==> config.mk <==
export PLATFORM = sky130hd
export DESIGN_NAME = result_unload
export DESIGN_NICKNAME = d
export VERILOG_FILES = /design/src/rtl/result_unload.sv
export SDC_FILE = /design/constraint.sdc
export NUM_CORES = 1
export LEC_CHECK = 0
export ABC_CLOCK_PERIOD_IN_PS = 2800
export CAP_MARGIN = 20
export CORE_MARGIN = 1.5
export CORE_UTILIZATION = 53
export CTS_CLUSTER_SIZE = 16
export DETAILED_ROUTE_END_ITERATION = 7
export PLACE_DENSITY = 0.86
export SYNTH_ARGS = -nofsm -noshare
export SYNTH_HDL_FRONTEND = slang
export SYNTH_SLANG_ARGS = --single-unit
==> constraint.sdc <==
create_clock -name clk -period 2.8 [get_ports clk]
set_input_delay 0.7 -clock clk [delete_from_list [all_inputs] [get_ports clk]]
set_output_delay 0.7 -clock clk [all_outputs]
set_load 0.01 [all_outputs]
==> src/rtl/result_unload.sv <==
// result_unload
//   Captures one 144-bit result (nine 16-bit elements) from the compute core
//   and returns it over the APB read path as five 32-bit words. The first word
//   returned is the most significant. The last word holds only the final
//   element, right-aligned and zero-padded.
//
// Ports
//   clk           system clock, rising-edge active
//   rst           synchronous reset, active-low
//   result_valid  one-cycle capture strobe from the core
//   result_data   144-bit result, element 0 in [143:128]
//   read_en       APB read strobe for the result address (one word per strobe)
//   PRDATA        current word, combinational from held state
//   result_ready  registered: a captured result still has unread words
//   unload_done   combinational: this cycle's read is the fifth and final one
//   overrun       registered sticky: a result arrived while one was still unread
//   underrun      registered sticky: a read arrived with nothing held
module result_unload (
    input  logic         clk,
    input  logic         rst,
    input  logic         result_valid,
    input  logic [143:0] result_data,
    input  logic         read_en,
    output logic [31:0]  PRDATA,
    output logic         result_ready,
    output logic         unload_done,
    output logic         overrun,
    output logic         underrun
);

    typedef enum logic {IDLE = 1'b0, HOLD = 1'b1} state_t;

    state_t       state_q;
    state_t       state_d;
    logic [143:0] sreg;
    logic [2:0]   cnt;
    logic         final_read;

    // The fifth read is the only point at which a new result can be accepted
    // while one is still held.
    assign final_read = (state_q == HOLD) && read_en && (cnt == 3'd4);

    // State register
    always_ff @(posedge clk) begin
        if (!rst) begin
            state_q <= IDLE;
        end else begin
            state_q <= state_d;
        end
    end

    // Next-state logic
    always_comb begin
        state_d = state_q;
        if (state_q == IDLE) begin
            if (result_valid) begin
                state_d = HOLD;
            end
        end else begin
            if (final_read && !result_valid) begin
                state_d = IDLE;
            end
        end
    end

    // Output logic
    always_comb begin
        PRDATA      = 32'h0;
        unload_done = 1'b0;
        if (state_q == HOLD) begin
            if (cnt == 3'd4) begin
                PRDATA = {16'h0000, sreg[143:128]};
            end else begin
                PRDATA = sreg[143:112];
            end
            unload_done = final_read;
        end
    end

    // Data shift register, word counter and status flags
    always_ff @(posedge clk) begin
        if (!rst) begin
            sreg         <= '0;
            cnt          <= 3'd0;
            result_ready <= 1'b0;
            overrun      <= 1'b0;
            underrun     <= 1'b0;
        end else begin
            result_ready <= (state_d == HOLD);
            if (state_q == IDLE) begin
                if (result_valid) begin
                    sreg <= result_data;
                    cnt  <= 3'd0;
                end else if (read_en) begin
                    underrun <= 1'b1;
                end
            end else begin
                if (final_read) begin
                    // Back-to-back results: the new one is taken as the old
                    // one finishes, so no overrun is flagged.
                    if (result_valid) begin
                        sreg <= result_data;
                    end else begin
                        sreg <= '0;
                    end
                    cnt <= 3'd0;
                end else begin
                    if (read_en) begin
                        sreg <= {sreg[111:0], 32'h0};
                        cnt  <= cnt + 3'd1;
                    end
                    // A result arriving mid-unload is dropped; the current
                    // unload continues untouched.
                    if (result_valid) begin
                        overrun <= 1'b1;
                    end
                end
            end
        end
    end

endmodule

# After elaboration in Yosys (flattened, before gate mapping)
# Index checks and enable logic that the tools add are counted.
# classes
bitwise,3
n_eq_ne,2
n_reduce_logical,8
n_addsub,1
n_mux,15
# ops
op,n
$mux 144,5
$mux 32,2
$mux 3,4
$reduce_and 3->1,2
$mux 1,4
$add 3x1->3 const B,1
$eq 3x3->1 const B,1
$logic_and 1x1->1,3
$ne 3x2->1 const B,1
$not 1->1,3
$reduce_and 2->1,1
$reduce_bool 2->1,1
$logic_not 1->1,1
# totals
in_bits,148
output_inout_bits,36
register_bits,150
wordCells,34

# Longest topological paths before layout
# depth
depth_word,5
mapped_depth,8
depth_no_buf,5

# Least setup slack after synthesis
# Ideal clock, no wire load.
# synth_path
kind,flip-flop to output port
start,register cnt[0]
end,output port PRDATA[10]
n_path_buf,2
path_stages_with_launch,8
arrival_time_ns,1.412
t_required_ns,2.100
slack_ns,0.688
path_cell_list,dfxtp_1 -> inv_1 -> ha_1 -> and2_1 -> buf_2 -> clkbuf_1 -> nand2_1 -> a21oi_1
# synth_between
elab_chain_cells,3
# synth_rtl
element,line_no,source
start: declaration,36,logic [2:0] cnt;
start signal: assignment,110,cnt <= cnt + 3'd1;
$eq 3x3->1,71,if (cnt == 3'd4) begin
$mux 32,71,
$mux 32,70,if (state_q == HOLD) begin
end: declaration,24,"output logic [31:0] PRDATA,"
# No other way between the ends.

# Final worst setup path
# layout_path
start,register cnt[0]
end,output port PRDATA[29]
# The elaborated chain is that of the path after synthesis.

==> flow_metrics.py <==
metrics = {
    "status": {
        "outcome": "finished, final reports clean",
    },
    "drt": {
        "drt_wl_total_um": 21400,
        "vias": 7470,
        "dr.pass1.iters": 5,
        "drt_iter0_drc": 911,
        "wl_per_cell_um": 17.7,
        "viasPerCell": 6.19,
        "drc": 0,
        "ant_nets": 0,
    },
    "worst_setup_path": {
        "arrival_ps": 2030,
        "startpoint_type": "flop",
        "crit_fanout": 16,
        "crit_buf_inv": 3,
        "r2r_end": "sreg[111]",
        "reg2regPathDepth": 4,
        "path_cells": "inv_1, ha_4, nand2_4, buf_12, and3_1, clkdlybuf4s50_1",
        "worstPathRequired_ps": 2100,
        "critical-path-max-stage-delay_ps": 540,
        "cp_slowest_cell": "clkdlybuf4s50_1",
        "critPathCaptureType": "output port",
        "crit_family": "buffers and inverters",
        "r2r_slack_ps": 490,
        "r2r_start": "result_ready",
        "critPathKind": "reg2out",
    },
    "floorplan": {
        "fp.coreArea_um2": 13200,
        "die_area_um2": 14200,
        "start_util": 0.542,
        "die_w_um": 119,
        "die_h_um": 119,
        "rows": 42,
        "ios": 184,
    },
    "synth": {
        "synth_edf_count": 0,
        "synth-async-reset-ratio": 0,
        "synth_seq_area_share": 0.420,
        "yosys_warnings": 0,
        "synth_cells": 900,
        "ys_ff_latch": 150,
        "syn_area_um2": 7150,
        "synth.avg_cell_area_um2": 7.95,
        "syn_nets": 1050,
        "synth_top_flop_cell": "dfxtp_1",
        "yosysUniqueCellTypes": 28,
    },
    "placement": {
        "post-place-cells": 1170,
        "postPlaceCellArea_um2": 8880,
        "io_buffer_count": 183,
        "hpwlAfterDp_um": 13300,
        "post-place-ws_ps": 257,
        "gp_congestion": 0.888,
    },
    "clock_network": {
        "path_clk_slew_ps": 60,
        "cts_buffers": 17,
        "clock_sinks": 150,
        "ctsRootBufferMaster": "clkbuf_16",
        "cts_tree": "yes",
        "clock_latency_ps": 430,
        "htreeDepth": 4,
        "ctsLongestPathBuffers": 2,
    },
    "cells_and_area": {
        "area.growth.synth_to_final_pct": 34.1,
        "fin_util": 0.727,
        "instances_no_fill": 1206,
        "final_common_cell": "o21ai_0",
        "antenna_cells": 0,
        "fin_nets": 1167,
        "final_cell_mix": "o21ai_0, clkdlybuf4s50_1, dfxtp_1",
        "fin_area_um2": 9590,
        "fillCellCount": 1037,
        "drive_gt1_frac": 0.0670,
    },
    "global_route": {
        "grt_pass1_vias": 6654,
        "grt-ovfl-total": 0,
        "track_usage": 0.298,
        "grt_pass1_wl_um": 34000,
        "grt_max_degree": 110,
        "antenna_found_initial": 0,
    },
    "power_and_ir_drop": {
        "ir_drop_mv": 0.446,
        "p_leak_nw": 3.54,
        "power_density_nw_per_um2": 607,
    },
    "timing": {
        "finalSetupViolations": 0,
        "slew-limit-headroom": 0.299,
        "final.setup.tns_ps": 0,
        "fin_ws_ps": 71.5,
        "min_period_ps": 2730,
        "final.setup_skew_ps": 9.47,
        "hold_viol": 0,
        "rsz0062_at_grt": "false",
        "finalCritPeriodShare": 0.974,
        "slew_violations": 0,
        "clock.fmax_ghz": 0.366,
        "tightest_slew_ps": 1050,
    },
    "min_path": {
        "whs_endpoint": "sreg[6]",
        "hold_path_class": "reg2reg",
        "holdPathStages": 2,
        "min_from": "sreg[6]",
    },
    "flow_run": {
        "max-cap-violations": 0,
    },
}
## power by group
group / total (mW) / switching [mW] / internal (mW)
clock network: 2.48 / 0.887 / 1.59
logic: 0.902 / 0.459 / 0.443
registers: 2.44 / 0.122 / 2.32
total: 5.82 / 1.47 / 4.35
## stage by stage
| step | power [mW] | hold slack [ps] |
|---|---|---|
| after floorplan | 2.98 | 435 |
| after global placement | 3.34 | 441 |
| after detailed placement | 3.36 | 446 |
| after CTS | 5.82 | 454 |
| after global routing | 6.03 | 472 |
| final | 5.82 | 455 |
## synthesized netlist by cell type, types with 2 or more instances
cell type / instances / area, µm²
o211ai_1: 32 / 240
o21ai_0: 165 / 826
buf_2: 23 / 115
a21oi_1: 131 / 656
a31oi_1: 113 / 707
buf_4: 3 / 22.5
o21ai_1: 60 / 300
dfxtp_1: 150 / 3000
buf_1: 2 / 7.51
and3_1: 17 / 106
clkbuf_1: 60 / 225
nor2b_1: 4 / 25.0
nand2_1: 66 / 248
buf_6: 25 / 282
ha_1: 2 / 25.0
inv_1: 2 / 7.51
a21boi_1: 34 / 255
## how the worst max path moves through the flow
stage | from | end | slack (ps) | depth (start not counted)
final | cnt[0] | PRDATA[29] | 70 | 6
after global routing | cnt[0] | PRDATA[29] | 20 | 6
after CTS | cnt[0] | PRDATA[14] | 1 | 7
after detailed placement | read_en | unload_done | 260 | 3
after global placement | read_en | unload_done | 250 | 3
after floorplan | cnt[0] | PRDATA[10] | 690 | 7
## layout make-up
cell class	count	area [µm²]	area share
clock inverters	14	205	0.0214
clock buffers	18	439	0.0458
flip-flops and latches	150	3010	0.314
repair buffers	211	2190	0.228
multi-input cells	634	3510	0.367
inverters	3	13.8	0.00144
well taps	176	220	0.0230
## routing by layer
| layer | wire length (µm) | global-route usage | up-vias |
|---|---|---|---|
| met5 | 0 | 0 | - |
| met4 | 459 | 0.106 | 0 |
| met3 | 1810 | 0.0603 | 31 |
| li1 | - | - | 3577 |
| met1 | 9540 | 0.430 | 3475 |
| met2 | 9560 | 0.443 | 387 |
## cells by family (layout without fill, tap and decap cells)
| kind of cell | after synthesis | after routing | share of synthesized area |
|---|---|---|---|
| compound gates | 536 | 536 | 0.419 |
| fa+ha+maj | 2 | 2 | 0.00350 |
| flops | 150 | 150 | 0.420 |
| mux | 2 | 2 | 0.00525 |
| simple gates | 94 | 94 | 0.0600 |
| buf+inv | 116 | 246 | 0.0927 |
## sequential cells by signal (all words and copies together), names as in the netlist
register / count
sreg: 144
overrun: 1
underrun: 1
result_ready: 1
cnt: 3
## worst min-delay path, delay by kind of cell, from the launching register on
family / cells / cell delay [ps]
AOI/OAI and AO/OA: 1 / 50
DFF: 1 / 310
and+or+nand+nor: 1 / 50
## repair_timing
item,in CTS,in global routing
gates cloned,0,1
setup buffers,0,3
hold buffers,0,0
setup endpoints to repair,33,11
resized for setup,19,4
(Power assumes the default switching activity.)
